### config.mk
export PLATFORM = sky130hd
export DESIGN_NAME = misr16
export DESIGN_NICKNAME = d
export VERILOG_FILES = /design/src/rtl/dec_test_pkg.sv /design/src/rtl/misr16.sv
export SDC_FILE = /design/constraint.sdc
export NUM_CORES = 1
export LEC_CHECK = 0
export ABC_AREA = 1
export BUFFER_PORTS_ARGS = -buffer_cell sky130_fd_sc_hd__buf_4
export CAP_MARGIN = 20
export CORE_MARGIN = 4
export CORE_UTILIZATION = 47
export DETAILED_ROUTE_END_ITERATION = 16
export PLACE_DENSITY_LB_ADDON = 0.3
export SLEW_MARGIN = 0
export SYNTH_ARGS = -nofsm -noshare
export SYNTH_HDL_FRONTEND = slang
export SYNTH_SLANG_ARGS = --single-unit
export TNS_END_PERCENT = 10
### constraint.sdc
create_clock -name clk -period 1.4 [get_ports clk]
set_input_delay 0.14 -clock clk [delete_from_list [all_inputs] [get_ports clk]]
set_output_delay 0.14 -clock clk [all_outputs]
set_load 0.005 [all_outputs]
### src/rtl/dec_test_pkg.sv
// dec_test_pkg
//   Shared definitions for the 4-to-16 decoder self-test slice:
//     state_t    - sweep controller states (IDLE, APPLY, CHECK, DONE)
//     MISR_POLY  - feedback polynomial of the 16-bit signature register
//     MISR_SEED  - value the signature register starts from
//     expected() - golden one-hot decoder output for a 4-bit code
package dec_test_pkg;

  typedef enum logic [1:0] {
    IDLE  = 2'd0,
    APPLY = 2'd1,
    CHECK = 2'd2,
    DONE  = 2'd3
  } state_t;

  localparam logic [15:0] MISR_POLY = 16'h100B;
  localparam logic [15:0] MISR_SEED = 16'hFFFF;

  // A healthy 4-to-16 decoder drives exactly the bit selected by the code.
  function automatic logic [15:0] expected(input logic [3:0] code);
    return 16'h0001 << code;
  endfunction

endpackage

### src/rtl/misr16.sv
// misr16
//   16-bit multiple-input signature register that compacts every decoder
//   output sampled during a sweep into one signature word.
// Ports:
//   clk       in   rising-edge clock
//   rst_n     in   asynchronous active-low reset (signature -> seed)
//   seed_load in   reload the seed at the start of a sweep
//   en        in   fold din into the signature this cycle
//   din[15:0] in   decoder output being compacted
//   sig[15:0] out  current signature
module misr16
  import dec_test_pkg::*;
(
  input  logic        clk,
  input  logic        rst_n,
  input  logic        seed_load,
  input  logic        en,
  input  logic [15:0] din,
  output logic [15:0] sig
);

  // Shift left, fold the polynomial back in when the MSB falls out, then
  // xor in the parallel input. A seed load wins over a compaction step.
  always_ff @(posedge clk or negedge rst_n) begin
    if (!rst_n) begin
      sig <= MISR_SEED;
    end else if (seed_load) begin
      sig <= MISR_SEED;
    end else if (en) begin
      sig <= {sig[14:0], 1'b0} ^ (sig[15] ? MISR_POLY : 16'h0000) ^ din;
    end
  end

endmodule

# Word level (Yosys, flattened, before mapping)

Index checks and enable logic that the tools add are counted.

Mux-type cells: 3
Bitwise operators: 2
Reduce and logical (&&, ||, !) cells: 1

Operators with widths:

| cell                          | count |
|---|---|
| 2-to-1 mux 16 bit             | 2 |
| bitwise XOR 16 x 13 -> 16 bit | 1 |
| bitwise XOR 16 bit            | 1 |
| 2-to-1 mux 13 bit             | 1 |
| nonzero test 2 bit            | 1 |

Word-level logic and storage cells: 7
Register bits: 16
Output and inout port bits: 16
Input bits: 20

# Longest topological paths before layout

Gate-level depths: netlist of the first run.

Depth after elaboration: 5
Mapped depth: 7
Mapped depth without buffers: 6

# Worst setup path before layout of the first run

No wires, ideal clock.

Path kind: register to register
From: register sig[15]
To: register sig[12]
Slack: 269 ps
Cell stages (with the launch flop): 8
Path buffers: 1
Library setup time: 58 ps
Data required time: 1,342 ps
Data arrival time: 1,073 ps
Period minus slack after synthesis: 1,131 ps
Cells stage by stage: dfstp_2 > buf_2 > inv_1 > nand2_1 > nand3_1 > nand3_1 > nand2_1 > inv_1

Cells in the longest elaborated chain, start to end: 5

Ends and longest elaborated chain:

| what                          | line         | source |
|---|---|---|
| start, declared               | misr16.sv:19 | `output logic [15:0] sig` |
| start signal, assigned        | misr16.sv:30 | `sig <= {sig[14:0], 1'b0} ^ (sig[15] ? MISR_POLY : 16'h0000) ^ din;` |
| 2-to-1 mux 13 bit             | misr16.sv:30 |  |
| bitwise XOR 16 x 13 -> 16 bit | misr16.sv:30 |  |
| bitwise XOR 16 bit            | misr16.sv:30 |  |
| 2-to-1 mux 16 bit             | misr16.sv:29 | `end else if (en) begin` |
| 2-to-1 mux 16 bit             | misr16.sv:27 | `end else if (seed_load) begin` |

No other way between the ends. The select of a mux whose other input is x is not followed.
A chain may end at the register's enable or synchronous reset.

# Worst setup path after layout of the first run

From: register sig[15]
To: output port sig[15]

No word-level cell between the ends.

==> metrics.cfg, run 1 <==
[timing]
worst-slew-pin-transition_ns = 0.5883
rsz0062_at_grt = false
setup-violations-final = 0
finalCritPeriodShare = 0.8683
timing.fmax_mhz = 822.6
relSlewSlack = 0.6074
hold_viol_final = 0
tns_ns = 0
period_needed_ns = 1.216
clock_skew_ns = 0.006792
slew_viol_final = 0

[global_route]
gr-total-overflow = 0
track_usage = 0.1599
grt_pass1_wl_um = 3277
grt_max_degree = 17
antenna_found_initial = 0
grt_pass1_vias = 743

[setup_path]
required_ns = 1.26
crit_chain = buf_4
crit_family = flip-flops
critical_path.max_stage_delay_ns = 0.65
cp-end-kind = primary output
cp-startpoint = sig[15]$_DFFE_PN1P_
crit_buf_inv = 1
worstPathArrival_ns = 1.08
path_max_fanout = 10
r2r_start = sig[15]$_DFFE_PN1P_
start_kind = flip-flop
crit_path_top_delay_cell = dfstp_2
critPathKind = reg -> out

[die]
die-area_mm2 = 0.002760
start_util = 0.5174
top_level_ports = 36
die_h_um = 52.54
die_w_um = 52.54
rows = 15
core-area_mm2 = 0.001802

[clock_network]
clockBufferDepth = 2
cts_hold_buf = 1
cts_made_buffers = 3
tritoncts = yes
cts-root-buf = clkbuf_4
ctsResizeCount = 0
htree_levels = 1
clk_latency_ns = 0.28
clk_pin_slew_ns = 0.09
clock_sinks = 16
cts_setup_buffers = 0

[placement]
placed_cells = 169
portBuffers = 35
place_area_mm2 = 0.001210
gp_congestion = 0.7071
dp_hpwl_um = 1523

[synthesis]
yosysWarnings = 0
ys_seq_area_frac = 0.4510
synth_compound_area_frac = 0.1101
synth.distinct_cells = 13
syn_nets = 131
yosys.area_share.simple = 0.1946
synth_top_family_by_area = simple AND/OR/NAND/NOR gates
ys_ff_latch = 16
synthCells = 111
synthAdderAreaFrac = 0
synthMuxAreaShare = 0
synth_xor_area_frac = 0.1221
syn_area_um2 = 932.1
syn_avg_cell_area_um2 = 8.398

[finish]
largest_reg_flops = 16
fillers = 158
final_area_mm2 = 0.001256
area_delta_synth_final_pct = 34.76
multiInputGateArea_um2 = 397.9
regMostFlops = sig
final_cells = 174
seqCellArea_um2 = 420.4
n_antenna_cell = 0
drive_above_1_share = 0.5168
reg_top3 = sig (16)
num-nets-final = 170
final_core_util = 0.6972

[detailed_routing]
postRouteAntennaNets = 0
vias = 785
drt_pass1_iterations = 4
drt-vias-per-instance = 4.511
first_iter_violations = 6
wl_per_cell_um = 11.28
postRouteWirelength_um = 1963
drc = 0

[min_path]
hold_class = in -> reg
worstHoldStart = din[5]

[pwr]
internal_power_uw = 944.1
power_leakage_uw = 0.0006071
switching_power_uw = 389.1
ir_drop_uv = 661.3
p_seq_frac = 0.489
switching_share = 0.2919
powerDensity_mw_per_mm2 = 1061
clockPowerShare = 0.223
combPwrFrac = 0.289

[run_status]
status = finished clean

[run]
max-cap-violations = 0

-- final timing paths --
kind,to,slack (ns),cells past startpoint
max,sig[15],0.18,1
min,sig[5]$_DFFE_PN1P_,0.17,5
max reg2reg,sig[12]$_DFFE_PN1P_,0.21,6
min reg2reg,sig[7]$_DFFE_PN1P_,0.55,2
max in group asynchronous,sig[9]$_DFFE_PN1P_,0.88,2
min in group asynchronous,sig[6]$_DFFE_PN1P_,0.49,2
-- cell families after synthesis --
kind of cell,Yosys count
simple gates,42
buf+inv,27
flops,16
compound gates,13
xor+xnor,13
-- cell usage in the layout (no fill, tap or decap) --
master         instances
nor2_2                 2
or2_1                  3
inv_1                 15
xnor2_1               13
inv_2                  9
nand2_1               28
dfstp_2               16
clkbuf_4               3
o21ai_2               10
clkbuf_8               1
o21ai_0                3
buf_4                 36
nand3_1                9
dlygate4sd3_1          1
-- power groups by stage --
stage,Sequential (uW),Clock [uW],Combinational [uW]
floorplan,642,0,216
global placement,654,0,376
detailed placement,659,0,386
CTS,653,306,392
global route,666,328,430
finish,652,297,385
-- through the flow --
step	total power, uW	hold slack (ns)	setup WS, ns
2_1_floorplan	857.6	-0.007836	0.2690
3_3_place_gp	1030	0.2323	0.2675
3_5_place_dp	1045	0.2303	0.2130
4_1_cts	1351	0.1692	0.1746
5_1_grt	1425	0.1789	0.08366
6_report	1333	0.1703	0.1844
-- synthesized netlist by cell type --
cell	count	area [um^2]
dfstp_2	16	420.4
nand3_1	9	45.04
o21ai_2	10	87.58
buf_6	1	11.26
inv_1	15	56.30
xnor2_1	13	113.9
o21ai_0	3	15.01
clkbuf_4	1	7.510
nor2_2	2	12.51
buf_2	1	5.000
or2_1	3	18.77
inv_2	9	33.78
nand2_1	28	105.1
-- worst min-delay path, delay by kind of cell --
family,cells,cell delay [ns]
AO/OA/AOI/OAI,1,0.06
AND/OR/NAND/NOR,1,0.05
XOR/XNOR,1,0.10
buffers and inverters,2,0.11
-- layout make-up --
cell class              instances  area share
repair buffers                 37      0.2231
multi-input cells              68      0.3167
clock buffers                   4     0.02888
flip-flops and latches         16      0.3347
inverters                      24     0.07171
well taps                      25     0.02490
-- per-layer routing --
layer  GRT usage  part of all wire  wire (um)
met3     0.02849             0.049         96
met1      0.1971              0.41        812
met5           0                 0          0
met2      0.2851              0.53       1031
met4     0.03830             0.012         23
(Power assumes the default switching activity.)
==> run 2, diff against run 1 <==
Settings changed: MAX_ROUTING_LAYER set to met4.
==> run 2 against run 1 <==
  * Power unchanged
  * Clock power about the same
  * Sequential share of layout area unchanged
  * Die area unchanged
  * Setup slack about the same
  * Via count unchanged
  * Cell area unchanged
  * Cell count unchanged
==> metrics.cfg, run 2 (synthesis results as in run 1) <==
[run_status]
status = finished clean  ; unchanged

[setup_path]
crit_family = flip-flops  ; unchanged
worst-path-stages = 1  ; unchanged
cp-startpoint = sig[15]$_DFFE_PN1P_  ; unchanged
critical_path.max_stage_delay_ns = 0.65  ; about the same
worstPathArrival_ns = 1.08  ; about the same
start_kind = flip-flop  ; unchanged
crit_chain = buf_4  ; unchanged
crit_path_top_delay_cell = dfstp_2  ; unchanged
crit_buf_inv = 1  ; unchanged
reg2reg_slack_ns = 0.21  ; about the same
path_max_fanout = 10  ; unchanged
cp-end-kind = primary output  ; unchanged
required_ns = 1.26  ; about the same
r2r_cells = 6  ; unchanged
critPathKind = reg -> out  ; unchanged
r2r_start = sig[15]$_DFFE_PN1P_  ; unchanged
r2r_end = sig[12]$_DFFE_PN1P_  ; unchanged

[clock_network]
cts_made_buffers = 3  ; unchanged
cts_setup_buffers = 0  ; unchanged
tritoncts = yes  ; unchanged
cts-root-buf = clkbuf_4  ; unchanged
clockBufferDepth = 2  ; unchanged
clk_latency_ns = 0.28  ; about the same
clock_sinks = 16  ; unchanged
htree_levels = 1  ; unchanged
clk_pin_slew_ns = 0.09  ; about the same
ctsResizeCount = 0  ; unchanged

[placement]
portBuffers = 35  ; unchanged
placed_cells = 169  ; unchanged
dp_hpwl_um = 1523  ; unchanged
gp_congestion = 0.7151  ; was 0.7071

[timing]
holdWs_ns = 0.1703  ; about the same
tns_ns = 0  ; unchanged
timing.fmax_mhz = 822.6  ; about the same
rsz0062_at_grt = false  ; unchanged
hold_viol_final = 0  ; unchanged
period_needed_ns = 1.216  ; about the same
slew_viol_final = 0  ; unchanged
worst-slew-pin-transition_ns = 0.5884  ; was 0.5883 ns
finalCritPeriodShare = 0.8683  ; about the same
clock_skew_ns = 0.006820  ; was 0.006792 ns
setup-violations-final = 0  ; unchanged
relSlewSlack = 0.6073  ; was 0.6074

[die]
core-area_mm2 = 0.001802  ; unchanged
rows = 15  ; unchanged
start_util = 0.5174  ; unchanged
die_h_um = 52.54  ; unchanged
top_level_ports = 36  ; unchanged
die-area_mm2 = 0.002760  ; unchanged
die_w_um = 52.54  ; unchanged

[pwr]
p_seq_frac = 0.489  ; about the same
clockPowerShare = 0.223  ; about the same
power.total_uw = 1333  ; unchanged
power_leakage_uw = 0.0006071  ; unchanged
powerDensity_mw_per_mm2 = 1061  ; unchanged
switching_share = 0.2919  ; about the same
internal_power_uw = 944.1  ; about the same
ir_drop_uv = 661.3  ; about the same
switching_power_uw = 389.1  ; about the same
combPwrFrac = 0.289  ; about the same

[finish]
num-nets-final = 170  ; unchanged
final_cells = 174  ; unchanged
drive_above_1_share = 0.5168  ; unchanged
largest_reg_flops = 16  ; unchanged
final_cell_mix = buf_4, nand2_1, dfstp_2  ; unchanged
final_common_cell = buf_4  ; unchanged
n_antenna_cell = 0  ; unchanged
regMostFlops = sig  ; unchanged
reg_top3 = sig (16)  ; unchanged
area_delta_synth_final_pct = 34.76  ; unchanged

[global_route]
gr-total-overflow = 0  ; unchanged
grt_pass1_wl_um = 3277  ; unchanged
use_met2 = 0.2851  ; unchanged
grt_util_met1 = 0.1971  ; unchanged
antenna_found_initial = 0  ; unchanged
track_usage = 0.1640  ; was 0.1599
grtUsageMet3 = 0.02849  ; unchanged
grt_pass1_vias = 743  ; unchanged
grt_max_degree = 17  ; unchanged
grt_busiest_layer = met2  ; unchanged

[detailed_routing]
drt-vias-per-instance = 4.511  ; unchanged
vias = 785  ; unchanged
drt_pass1_iterations = 4  ; unchanged
postRouteAntennaNets = 0  ; unchanged
first_iter_violations = 6  ; unchanged
postRouteWirelength_um = 1963  ; unchanged
drc = 0  ; unchanged
wl_per_cell_um = 11.28  ; unchanged

[run]
max-cap-violations = 0  ; unchanged

[min_path]
worstHoldStart = din[5]  ; unchanged
hold_class = in -> reg  ; unchanged
hold_depth = 5  ; unchanged
min_to = sig[5]$_DFFE_PN1P_  ; unchanged

## run 2: cell type report
| type | instances | area, um^2 |
|---|---|---|
| clock buffer | 4 | 36.28 |
| timing repair buffer | 37 | 280.3 |
| fill | 158 | 545.5 |
| inverter | 24 | 90.09 |
| tap | 25 | 31.28 |
| sequential | 16 | 420.4 |
| multi-input combinational | 68 | 397.9 |
## run 2: through the flow
step / worst slack (ns) / instance area, um^2 / utilization
floorplan: 0.2690 / 932.1 / -
global placement: 0.2675 / 1210 / 0.6715
detailed placement: 0.2130 / 1210 / 0.6715
CTS: 0.1746 / 1256 / 0.6972
global route: 0.08366 / 1256 / 0.6972
finish: 0.1844 / 1256 / 0.6972
## run 2: worst max path at each step
stage                                     end  slack, ns
after global placement    sig[12]$_DFFE_PN1P_       0.27
after floorplan           sig[12]$_DFFE_PN1P_       0.27
final                                 sig[15]       0.18
after detailed placement   sig[3]$_DFFE_PN1P_       0.21
after global routing       sig[3]$_DFFE_PN1P_       0.08
after CTS                             sig[15]       0.17
## run 2: repair_timing
item | 4_1_cts | 5_1_grt
endpoints found under the hold margin | 16 | 0
endpoints found under the setup margin | 0 | 0
hold buffers | 1 | 0
## run 2: metal layers
layer	share of wire	wire length [um]	up-vias
met3	0.049	96	4
met1	0.41	812	355
met4	0.012	23	0
met5	0	0	-
li1	-	-	406
met2	0.53	1031	20
## run 2: power groups by stage
stage	Clock, uW	Sequential, uW	Combinational (uW)
global placement	0	654	376
detailed placement	0	659	386
floorplan	0	642	216
finish	297	652	385
global route	328	666	430
CTS	306	653	392
==> run 3, diff against run 2 <==
Settings changed: ABC_AREA 1 to unset, CORE_UTILIZATION 47 to 46, PLACE_DENSITY set to 0.81, PLACE_DENSITY_LB_ADDON 0.3 to unset.
==> run 3 against run 2 <==
  * Synthesized cell count decreased by 38%
  * Global-route usage decreased by 0.78 points
  * Cell count decreased by 25%
  * Highest routed layer unchanged
  * Fmax decreased by 8.8%
  * Clock skew decreased by 0.0063 ns
==> metrics.cfg, run 3 <==
[finish]
regMostFlops = sig  ; unchanged
final_core_util = 0.6731  ; was 0.6972
fillers = 158  ; unchanged
final_cells = 130  ; was 174
seqCellArea_um2 = 420.4  ; unchanged
num-nets-final = 127  ; was 170
reg_top3 = sig (16)  ; unchanged
final_cell_mix = buf_4, nor2b_1, a211o_1, dfstp_2, xor2_1  ; was buf_4, nand2_1, dfstp_2
n_antenna_cell = 0  ; unchanged
multiInputGateArea_um2 = 425.4  ; was 397.9 um^2
drive_above_1_share = 0.5333  ; was 0.5168
largest_reg_flops = 16  ; unchanged
final_common_cell = buf_4  ; unchanged
area_delta_synth_final_pct = 36.74  ; was 34.76%

[timing]
clock_skew_ns = 0.0005418  ; was 0.006820 ns
worst-slew-pin-transition_ns = 0.3009  ; was 0.5884 ns
hold_viol_final = 0  ; unchanged
finalCritPeriodShare = 0.9521  ; was 0.8683
timing.fmax_mhz = 750.2  ; was 822.6 MHz
holdWs_ns = 0.2026  ; was 0.1703 ns
setup-violations-final = 0  ; unchanged
relSlewSlack = 0.7994  ; was 0.6073
tns_ns = 0  ; unchanged
rsz0062_at_grt = false  ; unchanged
slew_viol_final = 0  ; unchanged
period_needed_ns = 1.333  ; was 1.216 ns

[placement]
portBuffers = 35  ; unchanged
placed_cells = 124  ; was 169
dp_hpwl_um = 1249  ; was 1523 um
gp_congestion = 0.6700  ; was 0.7151

[synthesis]
yosys_most_used_dff = dfstp_2  ; unchanged
synthTopCellsByArea = dfstp_2, a211o_1, xor2_1, nor2b_1, xor3_1  ; was dfstp_2, xnor2_1, nand2_1, o21ai_2, inv_1
synth.distinct_cells = 7  ; was 13
synth_edf_count = 0  ; unchanged
ys_ff_latch = 16  ; unchanged
synth_common_cells = a211o_1, dfstp_2, nor2b_1  ; was nand2_1, dfstp_2, inv_1
syn_avg_cell_area_um2 = 12.58  ; was 8.398 um^2
syn_nets = 89  ; was 131
yosys.area.top_type = dfstp_2  ; unchanged
synthCells = 69  ; was 111
yosysWarnings = 0  ; unchanged
synth_top_area_frac = 0.4841  ; was 0.4510
syn_area_um2 = 868.3  ; was 932.1 um^2
async_flop_share = 1.000  ; unchanged
ys_seq_area_frac = 0.4841  ; was 0.4510

[detailed_routing]
drt-vias-per-instance = 4.877  ; was 4.511
vias = 634  ; was 785
postRouteAntennaNets = 0  ; unchanged
drt_pass1_iterations = 4  ; unchanged
first_iter_violations = 4  ; was 6
postRouteWirelength_um = 1764  ; was 1963 um
drc = 0  ; unchanged
wl_per_cell_um = 13.57  ; was 11.28 um

[clock_network]
ctsResizeCount = 0  ; unchanged
htree_levels = 1  ; unchanged
cts-root-buf = clkbuf_4  ; unchanged
clockBufferDepth = 2  ; unchanged
clk_latency_ns = 0.28  ; about the same
cts_made_buffers = 3  ; unchanged
tritoncts = yes  ; unchanged
clk_pin_slew_ns = 0.09  ; about the same
clock_sinks = 16  ; unchanged

[global_route]
grt_pass1_wl_um = 2967  ; was 3277 um
track_usage = 0.1562  ; was 0.1640
grt_pass1_vias = 659  ; was 743
gr-total-overflow = 0  ; unchanged
antenna_found_initial = 0  ; unchanged
grt_max_degree = 33  ; was 17

[die]
die_h_um = 51.45  ; was 52.54 um
core-area_mm2 = 0.001764  ; was 0.001802 mm^2
rows = 15  ; unchanged
die_w_um = 51.45  ; was 52.54 um
die-area_mm2 = 0.002647  ; was 0.002760 mm^2
start_util = 0.4922  ; was 0.5174
top_level_ports = 36  ; unchanged

[setup_path]
required_ns = 1.61  ; was 1.26 ns
cp-end-kind = flip-flop  ; was primary output
start_kind = flip-flop  ; unchanged
worstPathArrival_ns = 1.54  ; was 1.08 ns
crit_path_end = sig[1]$_DFFE_PN1P_  ; was sig[15]
reg2reg_slack_ns = 0.07  ; was 0.21 ns
r2r_start = sig[15]$_DFFE_PN1P_  ; unchanged
cp-startpoint = sig[15]$_DFFE_PN1P_  ; unchanged
r2r_cells = 2  ; was 6
path_max_fanout = 4  ; was 10
critPathKind = reg -> reg  ; was reg -> out
r2r_end = sig[1]$_DFFE_PN1P_  ; was sig[12]$_DFFE_PN1P_

[min_path]
hold_depth = 2  ; was 5
hold_class = in -> reg  ; unchanged

[pwr]
power.total_uw = 1091  ; was 1333 uW
power_leakage_uw = 0.0005510  ; was 0.0006071 uW
ir_drop_uv = 558.8  ; was 661.3 uV
combPwrFrac = 0.261  ; was 0.289
switching_power_uw = 275.0  ; was 389.1 uW
switching_share = 0.2520  ; was 0.2919
internal_power_uw = 816.3  ; was 944.1 uW
powerDensity_mw_per_mm2 = 919.0  ; was 1061 mW/mm^2
p_seq_frac = 0.522  ; was 0.489
clockPowerShare = 0.217  ; was 0.223

[run_status]
status = finished clean  ; unchanged

[run]
max-cap-violations = 0  ; unchanged

## run 3: cell type report
type / instances / share of cell area
flip-flops and latches: 16 / 0.3541
multi-input cells: 48 / 0.3583
repair buffers: 38 / 0.2424
well taps: 25 / 0.02634
clock buffers: 3 / 0.01897
## run 3: kinds of logic after synthesis
family                    Yosys count  synth area share
AOI/OAI and AO/OA                  16            0.1614
DFF                                16            0.4841
and+or+nand+nor                    16            0.1153
buffers and inverters               5           0.02593
xor gates and xnor gates           16            0.2133
## run 3: power by group through the flow
stage	Sequential, uW	Combinational (uW)	Clock [uW]
finish	570	285	237
global route	578	313	265
CTS	570	289	248
detailed placement	579	276	0
global placement	577	271	0
floorplan	577	144	0
## run 3: worst max-delay path: stages, from the launching register on
cell and delay, ns:
dfstp_2 0.56, xor3_1 0.40, a211o_1 0.30
## run 3: repair_timing
action                                 in CTS  in global routing
hold buffers                                1                  0
endpoints found under the hold margin      16                  0
setup endpoints to repair                   1                  0
setup buffers                               2                  0
## run 3: how the worst min path moves through the flow
stage                     startpoint                   to
after CTS                  seed_load   sig[2]$_DFFE_PN1P_
after global routing       seed_load  sig[12]$_DFFE_PN1P_
after global placement         rst_n   sig[4]$_DFFE_PN1P_
final                      seed_load  sig[10]$_DFFE_PN1P_
after floorplan                rst_n   sig[0]$_DFFE_PN1P_
after detailed placement       rst_n   sig[5]$_DFFE_PN1P_
## run 3: per-stage QoR
step	setup slack (ns)	instance area, um^2
global placement	0.04432	1140
CTS	0.05714	1187
floorplan	0.06361	868.3
detailed placement	0.01352	1140
finish	0.06707	1187
global route	0.02214	1187
## run 3: layer usage
| layer | GRT usage | vias up | wire length, um |
|---|---|---|---|
| met2 | 0.2500 | 15 | 926 |
| met4 | 0.06550 | 0 | 14 |
| met3 | 0.02624 | 2 | 97 |
| met5 | - | - | 0 |
| li1 | - | 310 | - |
| met1 | 0.1955 | 307 | 724 |
